File: src/rtl/if_stage.sv
// Instruction fetch stage: owns the PC, issues one-at-a-time word reads to
// instruction memory over a req/valid handshake, and drives the IF/ID
// pipeline register consumed by id_stage. Honours stall from the hazard
// unit and redirects from EX, discarding any fetch that is in flight when a
// redirect lands.
module if_stage #(
    parameter int                   WORD_SIZE = 32,
    parameter int                   ADDR_SIZE = 10,
    parameter logic [WORD_SIZE-1:0] RESET_PC  = 32'h0000_0000
) (
    input  logic                 clk,
    input  logic                 rst,
    input  logic                 stall,
    input  logic                 redirect,
    input  logic [WORD_SIZE-1:0] redirect_pc,
    output logic                 imem_req,
    output logic [ADDR_SIZE-1:0] imem_addr,
    input  logic [WORD_SIZE-1:0] imem_rdata,
    input  logic                 imem_valid,
    output logic [WORD_SIZE-1:0] instr,
    output logic [WORD_SIZE-1:0] pc_out,
    output logic [WORD_SIZE-1:0] pc_plus4,
    output logic                 instr_valid
);

    // FETCH: a request is on the bus (or about to be).
    // HOLD : a response arrived under stall and is parked in the hold regs.
    // DRAIN: a redirect orphaned an outstanding request; swallow its response.
    typedef enum logic [1:0] {
        FETCH = 2'd0,
        HOLD  = 2'd1,
        DRAIN = 2'd2
    } state_t;

    localparam logic [WORD_SIZE-1:0] PC_STEP    = WORD_SIZE'(4);
    localparam logic [WORD_SIZE-1:0] ALIGN_MASK = ~WORD_SIZE'(3);

    state_t               r_state;
    state_t               w_state_next;

    logic [WORD_SIZE-1:0] r_pc;
    logic [WORD_SIZE-1:0] w_pc_next;
    logic [WORD_SIZE-1:0] w_pc_inc;
    logic [WORD_SIZE-1:0] w_redirect_target;

    logic [WORD_SIZE-1:0] r_hold_instr;
    logic [WORD_SIZE-1:0] r_hold_pc;
    logic                 w_hold_load;

    logic [WORD_SIZE-1:0] r_instr;
    logic [WORD_SIZE-1:0] r_pc_out;
    logic [WORD_SIZE-1:0] r_pc_plus4;
    logic                 r_instr_valid;
    logic [WORD_SIZE-1:0] w_instr_next;
    logic [WORD_SIZE-1:0] w_pc_out_next;
    logic [WORD_SIZE-1:0] w_pc_plus4_next;
    logic                 w_instr_valid_next;

    // PC arithmetic wraps naturally at 2^WORD_SIZE.
    assign w_pc_inc          = r_pc + PC_STEP;
    assign w_redirect_target = redirect_pc & ALIGN_MASK;

    // Upper PC bits alias onto the same imem word.
    assign imem_addr = r_pc[ADDR_SIZE+1:2];

    // Next-state, next-PC, IF/ID update and request generation.
    always_comb begin
        // NOTE: every signal gets a default first so no path can infer a latch.
        w_state_next       = r_state;
        w_pc_next          = r_pc;
        w_hold_load        = 1'b0;
        w_instr_next       = r_instr;
        w_pc_out_next      = r_pc_out;
        w_pc_plus4_next    = r_pc_plus4;
        w_instr_valid_next = r_instr_valid;
        imem_req           = 1'b0;

        case (r_state)
            FETCH: begin
                // Gated by rst so memory sees no request while in reset.
                imem_req = rst;
                if (redirect) begin
                    w_instr_next       = '0;
                    w_instr_valid_next = 1'b0;
                    w_pc_next          = w_redirect_target;
                    // A same-cycle response is simply dropped; otherwise the
                    // outstanding one must be drained before refetching.
                    w_state_next       = imem_valid ? FETCH : DRAIN;
                end else if (imem_valid) begin
                    w_pc_next = w_pc_inc;
                    if (!stall) begin
                        w_instr_next       = imem_rdata;
                        w_pc_out_next      = r_pc;
                        w_pc_plus4_next    = w_pc_inc;
                        w_instr_valid_next = 1'b1;
                    end else begin
                        w_hold_load  = 1'b1;
                        w_state_next = HOLD;
                    end
                end else if (!stall) begin
                    w_instr_next       = '0;
                    w_instr_valid_next = 1'b0;
                end
            end

            HOLD: begin
                if (redirect) begin
                    w_instr_next       = '0;
                    w_instr_valid_next = 1'b0;
                    w_pc_next          = w_redirect_target;
                    w_state_next       = FETCH;
                end else if (!stall) begin
                    w_instr_next       = r_hold_instr;
                    w_pc_out_next      = r_hold_pc;
                    w_pc_plus4_next    = r_hold_pc + PC_STEP;
                    w_instr_valid_next = 1'b1;
                    w_state_next       = FETCH;
                end
            end

            DRAIN: begin
                if (redirect) begin
                    w_instr_next       = '0;
                    w_instr_valid_next = 1'b0;
                    w_pc_next          = w_redirect_target;
                end
                if (imem_valid) begin
                    w_state_next = FETCH;
                end
            end

            default: begin
                w_state_next = FETCH;
            end
        endcase
    end

    // FSM state register with synchronous active-low reset.
    always_ff @(posedge clk) begin
        // NOTE: sequential state uses non-blocking assignments only.
        if (!rst) begin
            r_state <= FETCH;
        end else begin
            r_state <= w_state_next;
        end
    end

    // PC and IF/ID pipeline register.
    always_ff @(posedge clk) begin
        if (!rst) begin
            r_pc          <= RESET_PC;
            r_instr       <= '0;
            r_pc_out      <= '0;
            r_pc_plus4    <= '0;
            r_instr_valid <= 1'b0;
        end else begin
            r_pc          <= w_pc_next;
            r_instr       <= w_instr_next;
            r_pc_out      <= w_pc_out_next;
            r_pc_plus4    <= w_pc_plus4_next;
            r_instr_valid <= w_instr_valid_next;
        end
    end

    // Parked response captured under stall.
    always_ff @(posedge clk) begin
        // NOTE: no reset here; these are only read in HOLD, after being written.
        if (w_hold_load) begin
            r_hold_instr <= imem_rdata;
            r_hold_pc    <= r_pc;
        end
    end

    assign instr       = r_instr;
    assign pc_out      = r_pc_out;
    assign pc_plus4    = r_pc_plus4;
    assign instr_valid = r_instr_valid;

endmodule

File: config.mk
export PLATFORM = sky130hd
export DESIGN_NAME = if_stage
export DESIGN_NICKNAME = d
export VERILOG_FILES = /design/src/rtl/if_stage.sv
export SDC_FILE = /design/constraint.sdc
export NUM_CORES = 1
export LEC_CHECK = 0
export CAP_MARGIN = 10
export CORE_UTILIZATION = 26
export CTS_CLUSTER_SIZE = 20
export DETAILED_ROUTE_END_ITERATION = 10
export GPL_ROUTABILITY_DRIVEN = 0
export PLACE_DENSITY = 0.53
export SYNTH_ARGS = -nofsm -noshare
export SYNTH_HDL_FRONTEND = slang
export SYNTH_SLANG_ARGS = --single-unit
File: constraint.sdc
create_clock -name clk -period 3.04 [get_ports clk]
set_input_delay 0.608 -clock clk [delete_from_list [all_inputs] [get_ports clk]]
set_output_delay 0.608 -clock clk [all_outputs]
set_load 0.03 [all_outputs]
Word level (Yosys, flattened, before mapping)
Cells that the tools add are included.
Storage, ports and cells
  register bits: 195
  bits of input ports: 69
  output and inout bits: 108
  logic and storage cells: 79
Cells by class
  add/subtract/negate cells: 2
  equality and inequality tests: 15
  multiplexer cells: 44
  reductions and logical operators: 10
Operator list (count)
  32-bit two-way mux: 20
  32-bit one-hot mux with 2 select lines: 3
  32-bit one-hot mux with 3 select lines: 1
  32-bit by 3-bit adder with 32-bit output (second input constant): 2
  2-bit two-way mux: 7
  2-bit inequality test (second input constant): 7
  3-bit inequality test (second input constant): 4
  1-bit two-way mux: 11
  4-bit AND reduction: 2
  2-bit one-hot mux with 3 select lines: 1
  3-bit AND reduction: 2
  6-bit AND reduction: 1
  4-bit inequality test (second input constant): 1
  2-bit nonzero test: 2
  1-bit one-hot mux with 3 select lines: 1
  3-bit nonzero test: 1
  2-bit by 1-bit equality test with 1-bit output (second input constant): 1
  2-bit equality test (second input constant): 1
  2-bit zero test: 1
  2-bit by 1-bit inequality test with 1-bit output (second input constant): 1
  2-bit OR reduction: 1

Longest topological paths before layout
Gate-level depths: netlist (run 1).
  depth in word-level cells: 5
  gate-level depth with buffers: 10
  mapped depth without buffers: 7

Least setup slack after synthesis (run 1)
OpenSTA, ideal clock, no wires.
  path type: input port to flip-flop
  start point: in redirect
  end point: reg r_hold_instr[0] (enable)
  setup time: 0.427 ns
  data arrival time: 2.509 ns
  data required time: 2.613 ns
  path slack: 0.104 ns
  stages on the path: 3
  path buffers: 1
  path through: clkbuf_1 -> nor2b_1 -> and3_1
On the way
  word-level cells in the longest chain between the ends: 2
Ends and longest elaborated chain
  start, declared: line 14  | input logic redirect,
  1-bit two-way mux: line 82  | if (redirect) begin
  1-bit two-way mux: line 78  | case (r_state)
  net w_hold_load: line 48  | logic w_hold_load;
  end signal, assigned: line 169  | r_hold_instr <= imem_rdata;
  end, declared: line 46  | logic [WORD_SIZE-1:0] r_hold_instr;
The timed path passes the listed nets, and every way through them passes these cells.
A chain may end at the register's enable or synchronous reset.

Final worst setup path (run 1)
  start point: reg r_pc[3]
  end point: reg r_pc_plus4[26] (netlist: pc_plus4[26])
On the way
  word-level cells in the longest chain between the ends: 5
Ends and longest elaborated chain
  start, declared: line 41  | logic [WORD_SIZE-1:0] r_pc;
  start signal, assigned: line 157  | r_pc <= w_pc_next;
  32-bit by 3-bit adder with 32-bit output: line 60  | assign w_pc_inc = r_pc + PC_STEP;
  32-bit two-way mux: line 91  | if (!stall) begin
  32-bit two-way mux: line 89  | end else if (imem_valid) begin
  32-bit two-way mux: line 82
  32-bit one-hot mux with 2 select lines: line 78
  end signal, assigned: line 160  | r_pc_plus4 <= w_pc_plus4_next;
  end, declared: line 52  | logic [WORD_SIZE-1:0] r_pc_plus4;
Every way passes these cells. The select of a mux whose other input is x is not followed.

==> results.md, run 1 <==
- The flow ran to the end, and the final reports show no timing, DRC or antenna violations.
- The die span in x is 190 um.
- The share of final-layout standard cells stronger than drive strength 1 is 0.0660.
- Dividing the final minimum period by the clock period gives 0.827.
- The initialized floorplan defines 68 standard-cell rows.
- The detail-routed via count per cell is 5.06.
- After synthesis the netlist holds a flip-flop and latch count of 187.
- Summing over every cut layer, the via total after detailed routing is 8047.
- In this run, CTS created clock tree buffers numbering 17.
- The commonest register cell after synthesis is dfxtp_1.
- At the worst endpoint, the required time is 3.37 ns.
- The repair_antennas step left the layout with diodes totalling 0.
- Max-cap violations in this run came to 0.
- Dividing total power by cell area gives a power density of 519 mW/mm^2.
- The port buffer count is 170.
- Of the post-synthesis cell area, the dominant cell type holds 0.273.
- The setup path with the least slack is of type flop to flop.
- Across the routed clock network, the largest skew measured is 0.0163 ns.
- The cell sitting at the root of the clock tree is a clkbuf_16.
- The wire length of the first global-routing pass is 45.1 mm.
- The level count of the clock H-tree is 4.
- Setup repair after global routing left no endpoint under its margin.
- Clock-pin slew was measured on the worst setup and hold paths at 0.08 ns.
- The first-iteration detailed-routing DRC count is 631.
- The worst setup path is captured at a flop.
- The overall power after layout is 6.17 mW.
- Summed over all layers, the global routing overflow is 0.
- The final count of pins violating max slew is 0.
- In this run the vertical extent of the chip is 190 um.
- The estimated wirelength of the detail-placed design is 20.8 mm.
- The synthesized netlist occupies a cell area of 0.00918 sq mm.
- The final layout contains routed wiring with a total length of 29.3 mm.
- The number of antenna violations at the first check in global routing was 0.
- For this run, the total global-route usage over all layers was measured as 0.162.
- The later-pin clock latency in the skew report is 0.44 ns.
- The number of synthesis warnings is 0.
- The die covers 0.0360 sq mm.
- The cell accounting for the most synthesized area is dfxtp_1.
- Counting flops with an async set or reset pin after synthesis yields a share of 0.
- The static leakage is 3.84 nW.
- The maximum number of pins on one net before global-route repair is 94.
- The summed area of non-filler cells in the final layout is 0.0119 sq mm.
- The finished layout holds 1591 standard cells, fillers aside.
- In the final routed layout, each cell accounts on average for 18.4 um.
- The clock net in this run drives a total of 187 sinks.
- In this run the mean area of a mapped cell was 9.16 sq um.
- Once detail routing completed, the nets flagged for antenna violations numbered 0.
- The number of library cell types mapped by synthesis is 56.
- Once placement finished, the instance area stood at 0.0113 sq mm.
- The buffers inserted during post-CTS setup optimization is 0.
- The cell count after synthesis is 1002.
- The worst setup path is launched from a flop.
- The setup total negative slack is 0 ns.
- The number of nets at the end of the flow is 1198.
- Setup violations remaining at the end of the flow were counted as 0.
- The number of placed I/O pins is 177.
- After layout, the minimum clock period comes to 2.51 ns.
- The count of flip-flops with a built-in enable after synthesis is 62.
- The standard cell core area is 0.0346 sq mm.
- The worst supply voltage drop on vdd is 0.000332 V.
- The worst endpoint data arrival time is 2.84 ns.
- Measured against its own limit, the worst slew margin works out to 0.464.
- The final number of hold-violating endpoints is 0.
- The via count of the first global-routing pass is 7402.
- Ranked by total cell area, the synthesized netlist is headed by dfxtp_1 (27%), edfxtp_1 (20%), mux2i_1 (3.9%), a21oi_1 (3.6%), nand2_1 (3.6%).
- The critical-path maximum fanout is 8.
- The effective utilization at floorplan is 0.265.
- Buffers inserted to repair hold after CTS numbered 0.
- At the pin with the least slew margin, the transition time is 0.802 ns.
- The post-CTS resize count is 0.
- The number of optimization iterations in the first detailed-route pass is 4.
- The highest clock frequency the design can meet is 0.398 GHz.
- The total DRC errors in the routed layout is 0.
- The class of the tightest hold or removal check is flop to flop.
- The area growth from synthesis to layout is 29.6%.
- The maximum buffer depth of the clock tree is 2.
- The number of placed cells counting well taps is 1559.
- The TritonCTS clock tree is built.
- The post-synthesis sequential area ratio is 0.476.
-- placed cells by master (no fill, tap or decap), types with 5 or more instances in the layout --
cell / count
clkdlybuf4s50_1: 169
dfxtp_1: 125
nand2_1: 87
nor2_1: 71
a21oi_1: 66
edfxtp_1: 62
nand3_1: 41
o21ai_0: 41
a22oi_1: 39
or3_1: 38
mux2i_1: 36
a211oi_1: 29
nor3_1: 29
nand4_1: 28
buf_4: 28
xnor2_1: 24
clkbuf_16: 17
o31ai_1: 14
nor4_1: 13
and3_1: 12
and2_1: 12
inv_1: 11
o211ai_1: 10
o21a_1: 10
xor2_1: 10
and4_1: 8
a31oi_1: 8
a221o_1: 8
or4_1: 7
a21boi_0: 6
o31a_1: 5
nor3b_1: 5
ha_1: 5
inv_8: 5
-- area by class of cell --
type / instances / area, sq um
clock inverters: 14 / 151
inverters: 12 / 45.0
fillers: 3594 / 22700
clock buffers: 18 / 429
multi-input cells: 704 / 4350
well taps: 455 / 569
flip-flops and latches: 187 / 4360
repair buffers: 201 / 1980
-- state kept, by name, summed over array words and instances (netlist names) --
| name | flops |
|---|---|
| instr_valid | 1 |
| r_hold_pc | 30 |
| r_pc | 30 |
| pc_out | 30 |
| r_state | 2 |
| instr | 32 |
| pc_plus4 | 30 |
| r_hold_instr | 32 |
-- metrics by stage --
step                setup slack (ns)  utilization  hold WS, ns
finish                         0.527        0.343        0.456
global route                   0.343        0.343        0.474
CTS                            0.560        0.343        0.457
detailed placement             0.361        0.327        0.446
global placement               0.400        0.327        0.443
floorplan                      0.104            -        0.403
-- final timing paths --
check	startpoint	cells after the start	end	slack [ns]
setup / recovery	r_pc[3]$_SDFFE_PN0P_	6	pc_plus4[26]$_SDFFE_PN0P_	0.53
hold / removal	instr[21]$_SDFFE_PN0P_	2	instr[21]$_SDFFE_PN0P_	0.46
setup reg to reg	r_pc[3]$_SDFFE_PN0P_	6	pc_plus4[26]$_SDFFE_PN0P_	0.53
hold reg to reg	instr[21]$_SDFFE_PN0P_	2	instr[21]$_SDFFE_PN0P_	0.46
-- worst max-delay path: stages (launching register included) --
cell     delay [ns]
dfxtp_1        0.47
ha_1           0.32
and3_1         0.41
nand2_1        0.19
nor3_1         0.44
xor2_1         0.20
a221o_1        0.37
-- logic make-up (layout without fill, tap and decap cells) --
kind of cell    after synthesis  count (layout)  share of synthesized area
mux                          36              36                     0.0393
buf+inv                     114             245                     0.0548
compound gates              262             262                      0.188
other cells                   1               4                   0.000409
flops                       187             187                      0.476
simple gates                362             362                      0.201
fa+ha+maj                     6               6                    0.00818
xor+xnor                     34              34                     0.0325
-- cell usage after synthesis, types with 24 or more instances --
cell	count
xnor2_1	24
mux2i_1	36
o21ai_0	41
a21oi_1	66
a211oi_1	29
clkbuf_1	66
nand3_1	41
nor2_1	71
nand4_1	28
nor3_1	29
or3_1	38
dfxtp_1	125
a22oi_1	39
edfxtp_1	62
nand2_1	87
-- layer usage --
metal  part of all wire  track usage  vias to the layer above  routed length, um
li1                   -            -                     3948                  -
met1               0.47        0.228                     3780              13800
met2               0.44        0.248                      286              13000
met3              0.068       0.0317                       33               1980
met4              0.020       0.0471                        0                588
met5                  0            0                        -                  0
-- where the power goes --
| part | switching [mW] | internal [mW] |
|---|---|---|
| Combinational | 0.641 | 0.446 |
| Sequential | 0.146 | 2.71 |
| Clock | 1.12 | 1.10 |
| Total | 1.91 | 4.26 |
(Power assumes the default switching activity.)
==> run 2: changes to the inputs <==
==> constraint.sdc (replaced) <==
create_clock -name clk -period 2.3 [get_ports clk]
set_input_delay 0.46 -clock clk [delete_from_list [all_inputs] [get_ports clk]]
set_output_delay 0.46 -clock clk [all_outputs]
set_load 0.03 [all_outputs]
==> results.md, run 2 (synthesis gave the netlist of run 1 again) <==
- The part of the total power dissipated in sequential elements is 0.443 (-0.020).
- The final count of pins violating max slew was 0 (unchanged).
- The total DRC errors in the routed layout is 0 (unchanged).
- The worst endpoint data arrival time is 2.55 ns (-0.29 ns).
- The number of rows created at floorplan is 68 (unchanged).
- The number of diodes added for antenna fixing came to 0 (unchanged).
- The net switching power is 2.40 mW (+26%).
- The share of total power in combinational logic is 0.195 (+0.019).
- The clock network fraction of design power is 0.363 (+0.002).
- The setup slack at placement is -0.0360 ns (-0.397 ns).
- The worst supply voltage drop on vdd is 0.000396 V (+19%).
- The number of buffers created by CTS is 17 (unchanged).
- The post-layout worst setup margin is 0.120 ns (-0.407 ns).
- The maximum buffer depth of the clock tree was 2 (unchanged).
- TritonCTS built the clock tree.
- The critical-path maximum fanout is 10 (+2).
- The count of antenna-violating nets left after detailed routing is 0 (unchanged).
- The overall power after layout is 8.39 mW (+36%).
- The proportion of total power due to net switching is 0.286 (-0.0229).
- The die span in x came to 190 um (unchanged).
- The level count of the clock H-tree was 4 (unchanged).
- The port buffer count is 170 (unchanged).
- The die span in y is 190 um (unchanged).
- The first-iteration detailed-routing DRC count was 600 (-4.9%).
- The worst hold path belongs to the class flop to flop.
- The effective utilization at floorplan is 0.265 (unchanged).
- The number of placed I/O pins is 177 (unchanged).
- The remaining global-route overflow is 0 (unchanged).
- The buffers inserted during post-CTS setup optimization is 0 (unchanged).
- The share of final-layout standard cells stronger than drive strength 1 is 0.119 (+0.0532).
- The period utilization is 0.948 (+0.121).
- The final number of hold-violating endpoints is 0 (unchanged).
- The most common cell after layout, fill and taps aside is clkdlybuf4s50_1.
- The estimated wirelength of the detail-placed design is 21.7 mm (+4.4%).
- The worst setup path is captured at a flop.
- The synthesis-to-layout area growth is 36.4%.
- The number of nets at the end of the flow came to 1262 (+5.3%).
- The startpoint kind of the worst setup timing path is a flop.
- The count of final setup violators came to 0 (unchanged).
- The standard cell core area is 0.0346 sq mm (unchanged).
- The power density relative to cell area is 670 mW/mm^2 (+29%).
- The critical path is of the flop to flop type.
- The overall routed net length was 29.6 mm (+1.0%).
- The max-cap violation count is 0 (unchanged).
- The static leakage is 4.21 nW (+9.8%).
- The library cells used most frequently in the layout, excluding fill and tap cells, are clkdlybuf4s50_1 (169), dfxtp_1 (125), nand2_1 (87), buf_4 (83), nor2_1 (69).
- The number of sinks handled by clock tree synthesis came to 187 (unchanged).
- The via count of the first global-routing pass came to 7698 (+4.0%).
- The highest clock frequency the design can meet came to 0.459 GHz (+15%).
- The total via count in the routed design was 8212 (+2.1%).
- The run finished with clean final reports.
- The clock input transition at the sequential cells of the worst setup and hold paths is 0.07 ns (about the same).
- The worst hold margin was 0.453 ns (-0.00228 ns).
- The minimum clock period came to 2.18 ns (-0.333 ns).
- The total die area is 0.0360 sq mm (unchanged).
- The wire length of the first global-routing pass is 45.5 mm (+0.87%).
- The worst path required time came to 2.67 ns (-0.70 ns).
- The maximum number of pins on one net before global-route repair came to 94 (unchanged).
- The number of antenna violations at the first check in global routing came to 0 (unchanged).
- The core utilization of the finished layout is 0.361 (+0.0180).
- The internal power consumption is 5.99 mW (+40%).
- The detail-routed via count per cell is 4.96 (-1.8%).
- The clock root buffer is clkbuf_16.
- The total routing usage reported by global routing was 0.164 (+0.00228).
- The post-route clock skew is 0.0134 ns (-0.00293 ns).
- The number of optimization iterations in the first detailed-route pass is 5 (+1).
- The average routed wire per standard cell is 17.9 um (-2.8%).
- The later-pin clock latency in the skew report came to 0.43 ns (about the same).
-- run 2: through the flow --
| stage | cell area, sq um | setup TNS [ns] | std cells |
|---|---|---|---|
| after floorplan | 9190 | 0 | 1005 |
| after global placement | 11900 | -0.0191 | 1623 |
| after detailed placement | 11900 | -0.0972 | 1623 |
| after CTS | 12500 | 0 | 1654 |
| after global routing | 12500 | -0.00481 | 1654 |
| final | 12500 | 0 | 1654 |
-- run 2: what timing repair did --
item	in CTS	in global routing
setup endpoints to repair	0	11
resized for setup	0	3
hold buffers	0	0
-- run 2: path summary, 6_finish.rpt --
kind / slack [ns] / end / cells past startpoint / from
setup reg to reg: 0.12 / pc_plus4[30]$_SDFFE_PN0P_ / 7 / r_hold_pc[2]$_DFFE_PP_
hold / removal: 0.45 / instr[3]$_SDFFE_PN0P_ / 2 / instr[3]$_SDFFE_PN0P_
hold reg to reg: 0.45 / instr[3]$_SDFFE_PN0P_ / 2 / instr[3]$_SDFFE_PN0P_
setup / recovery: 0.12 / pc_plus4[30]$_SDFFE_PN0P_ / 7 / r_hold_pc[2]$_DFFE_PP_
-- run 2: worst max-delay path: stages (launching register included) --
cell and delay, ns:
edfxtp_1 0.35, ha_1 0.21, nand4_2 0.16, or4_1 0.54, buf_4 0.19, or4_1 0.40
a21oi_1 0.15, a221o_1 0.11
-- run 2: metal layers --
metal  track usage  wire length (um)  share of wire
met5             0                 0              0
met4        0.0397               378          0.013
met3        0.0315              1760          0.059
met2         0.254             13300           0.45
met1         0.232             14200           0.48
-- run 2: layout make-up --
type | instances | area (sq um)
well taps | 455 | 569
repair buffers | 265 | 2570
multi-input cells | 704 | 4360
clock inverters | 11 | 131
flip-flops and latches | 187 | 4360
inverters | 12 | 45.0
clock buffers | 20 | 467
fillers | 3518 | 22100
-- run 2: power groups by stage --
stage / logic, mW / clock network [mW] / registers (mW)
CTS: 1.65 / 3.14 / 3.71
finish: 1.63 / 3.04 / 3.71
global placement: 1.64 / 0 / 3.78
global route: 1.77 / 3.28 / 3.74
floorplan: 0.793 / 0 / 3.90
detailed placement: 1.64 / 0 / 3.79
==> run 3: changes to the inputs <==
--- a/config.mk
+++ b/config.mk
@@ -6,6 +6,7 @@
 export NUM_CORES = 1
 export LEC_CHECK = 0
 export CAP_MARGIN = 10
+export CORE_MARGIN = 5
 export CORE_UTILIZATION = 26
 export CTS_CLUSTER_SIZE = 20
 export DETAILED_ROUTE_END_ITERATION = 10
==> results.md, run 3 (synthesis gave the netlist of run 1 again) <==
- The remaining global-route overflow was 0 (unchanged).
- The worst endpoint data arrival time is 2.49 ns (-0.06 ns).
- The setup total negative slack is 0 ns (unchanged).
- The maximum number of pins on one net before global-route repair is 52 (-45%).
- The number of diodes added for antenna fixing is 0 (unchanged).
- The startpoint kind of the worst setup timing path is a flop.
- In this run the most critical hold path is launched from instr[18]$_SDFFE_PN0P_.
- The class of the tightest hold or removal check is flop to flop.
- The overall routed net length is 30.0 mm (+1.2%).
- The first-iteration detailed-routing DRC count is 557 (-7.2%).
- The level count of the clock H-tree is 4 (unchanged).
- By startpoint and endpoint, the worst setup path is classified as flop to flop.
- The worst supply voltage drop on vdd is 0.000459 V (+16%).
- The number of nets at the end of the flow was 1260 (-0.16%).
- The number of sinks handled by clock tree synthesis is 187 (unchanged).
- The number of rows created at floorplan is 68 (unchanged).
- The post-layout worst setup margin is 0.116 ns (-0.00458 ns).
- The final count of pins violating max slew is 0 (unchanged).
- The highest clock frequency the design can meet is 0.458 GHz (-0.21%).
- The total DRC errors in the routed layout came to 0 (unchanged).
- The fill cell total of the finished layout was 3588 (+2.0%).
- The sort of element at the end of the critical path is a flop.
- The wire length of the first global-routing pass was 46.4 mm (+2.0%).
- In this run the clock root is driven by a clkbuf_16.
- The count of non-filler cells in the finished layout is 1653 (-0.060%).
- The die span in x is 198 um (+4.2%).
- The number of optimization iterations in the first detailed-route pass is 5 (unchanged).
- The later-pin clock latency in the skew report is 0.43 ns (about the same).
- The port buffer count is 170 (unchanged).
- The power density relative to cell area is 685 mW/mm^2 (+2.2%).
- The clock input transition at the sequential cells of the worst setup and hold paths is 0.07 ns (about the same).
- The synthesis-to-layout area growth is 36.3% (about the same).
- The beginning of the worst register-to-register path is r_pc[2]$_SDFFE_PN0P_.
- The effective utilization at floorplan is 0.264 (-0.000650).
- The total via count in the routed design is 8203 (-0.11%).
- The minimum clock period was 2.18 ns (+0.00458 ns).
- The share of final-layout standard cells stronger than drive strength 1 is 0.116 (-0.00324).
- The count of cells along the worst register-to-register path is 7 (unchanged).
- Leaving out fill and tap cells, the most frequent cell in the layout is clkdlybuf4s50_1.
- The max-cap violation count came to 0 (unchanged).
- The number of buffers created by CTS is 17 (unchanged).
- The area of the multi-input gates is 0.00435 sq mm (-0.20%).
- The detail-routed via count per cell is 4.96 (about the same).
- The number of antenna violations at the first check in global routing is 0 (unchanged).
- The via count of the first global-routing pass was 7822 (+1.6%).
- The reg-to-reg critical path endpoint is pc_plus4[28]$_SDFFE_PN0P_.
- The total routing usage reported by global routing was 0.150 (-0.0144).
- The worst path required time is 2.61 ns (-0.06 ns).
- The top cell types in the final layout, fill and taps aside, are clkdlybuf4s50_1 (168), dfxtp_1 (125), nand2_1 (87), buf_4 (83), nor2_1 (70).
- The maximum buffer depth of the clock tree is 2 (unchanged).
- TritonCTS built the clock tree.
- The average routed wire per standard cell was 18.1 um (+1.3%).
- The number of placed cells counting well taps is 1621 (-0.12%).
- The period utilization is 0.950 (+0.00199).
- The count of antenna-violating nets left after detailed routing is 0 (unchanged).
- The standard cell core area came to 0.0347 sq mm (+0.25%).
- The area of all sequential standard cells came to 0.00436 sq mm (unchanged).
- The total die area is 0.0392 sq mm (+8.6%).
- Setup repair after global routing left no endpoint under its margin.
- The setup slack at placement is -0.0397 ns (-0.00364 ns).
- The flow ran to the end, and the final reports show no timing, DRC or antenna violations.
- The summed area of non-filler cells in the final layout is 0.0125 sq mm (about the same).
- The number of placed I/O pins is 177 (unchanged).
- The post-place instance area came to 0.0119 sq mm (-0.34%).
- The final number of hold-violating endpoints is 0 (unchanged).
- The critical path launch point is r_pc[2]$_SDFFE_PN0P_.
- The critical-path maximum fanout is 5 (-5).
- The post-route clock skew is 0.0140 ns (+0.000632 ns).
- The die span in y was 198 um (+4.2%).
- The estimated wirelength of the detail-placed design came to 22.4 mm (+3.5%).
- The flop-to-flop setup slack was 0.12 ns (about the same).
- The static leakage came to 4.20 nW (-0.37%).
- The count of final setup violators is 0 (unchanged).
- The critical path capture point is pc_plus4[28]$_SDFFE_PN0P_.
[run 3: metrics by stage]
step                      total power [mW]  hold WS, ns  utilization
final                                 8.57        0.452        0.360
after global routing                  8.97        0.475        0.360
after CTS                             8.69        0.456        0.360
after detailed placement              5.41        0.446        0.342
after global placement                5.40        0.442        0.342
after floorplan                       4.70        0.403            -
[run 3: worst min path at each step]
stage	endpoint	cells past startpoint
after floorplan	r_hold_pc[13]$_DFFE_PP_	0
after global placement	instr[9]$_SDFFE_PN0P_	2
after detailed placement	instr[31]$_SDFFE_PN0P_	2
after CTS	instr[31]$_SDFFE_PN0P_	2
after global routing	instr[14]$_SDFFE_PN0P_	2
final	instr[18]$_SDFFE_PN0P_	2
[run 3: layout make-up]
class,count,area share
clock inverter,14,0.0169
multi-input combinational,704,0.348
timing repair buffer,263,0.203
sequential,187,0.349
tap,455,0.0455
clock buffer,18,0.0343
inverter,12,0.00360
[run 3: per-layer routing]
| metal | global-route usage | up-vias | part of all wire |
|---|---|---|---|
| li1 | - | 4069 | - |
| met1 | 0.216 | 3855 | 0.48 |
| met2 | 0.230 | 255 | 0.45 |
| met3 | 0.0286 | 24 | 0.059 |
| met4 | 0.0375 | 0 | 0.013 |
| met5 | 0 | - | 0 |
[run 3: power by group]
part	switching (mW)	internal [mW]	total, mW
clock network	1.39	1.86	3.25
registers	0.146	3.59	3.73
logic	0.906	0.687	1.59
[run 3: worst max-delay path: stages (launching register included)]
cell and delay, ns:
dfxtp_1 0.35, ha_1 0.26, and3_1 0.32, nand4_1 0.25
o31a_1 0.37, nor3_1 0.29, buf_4 0.17, o31ai_1 0.05
[run 3: repair_timing]
item,CTS,global route
gates resized for setup,1,1
cloned,0,0
hold buffers,0,0
setup endpoints to repair,1,9
setup buffers,0,0
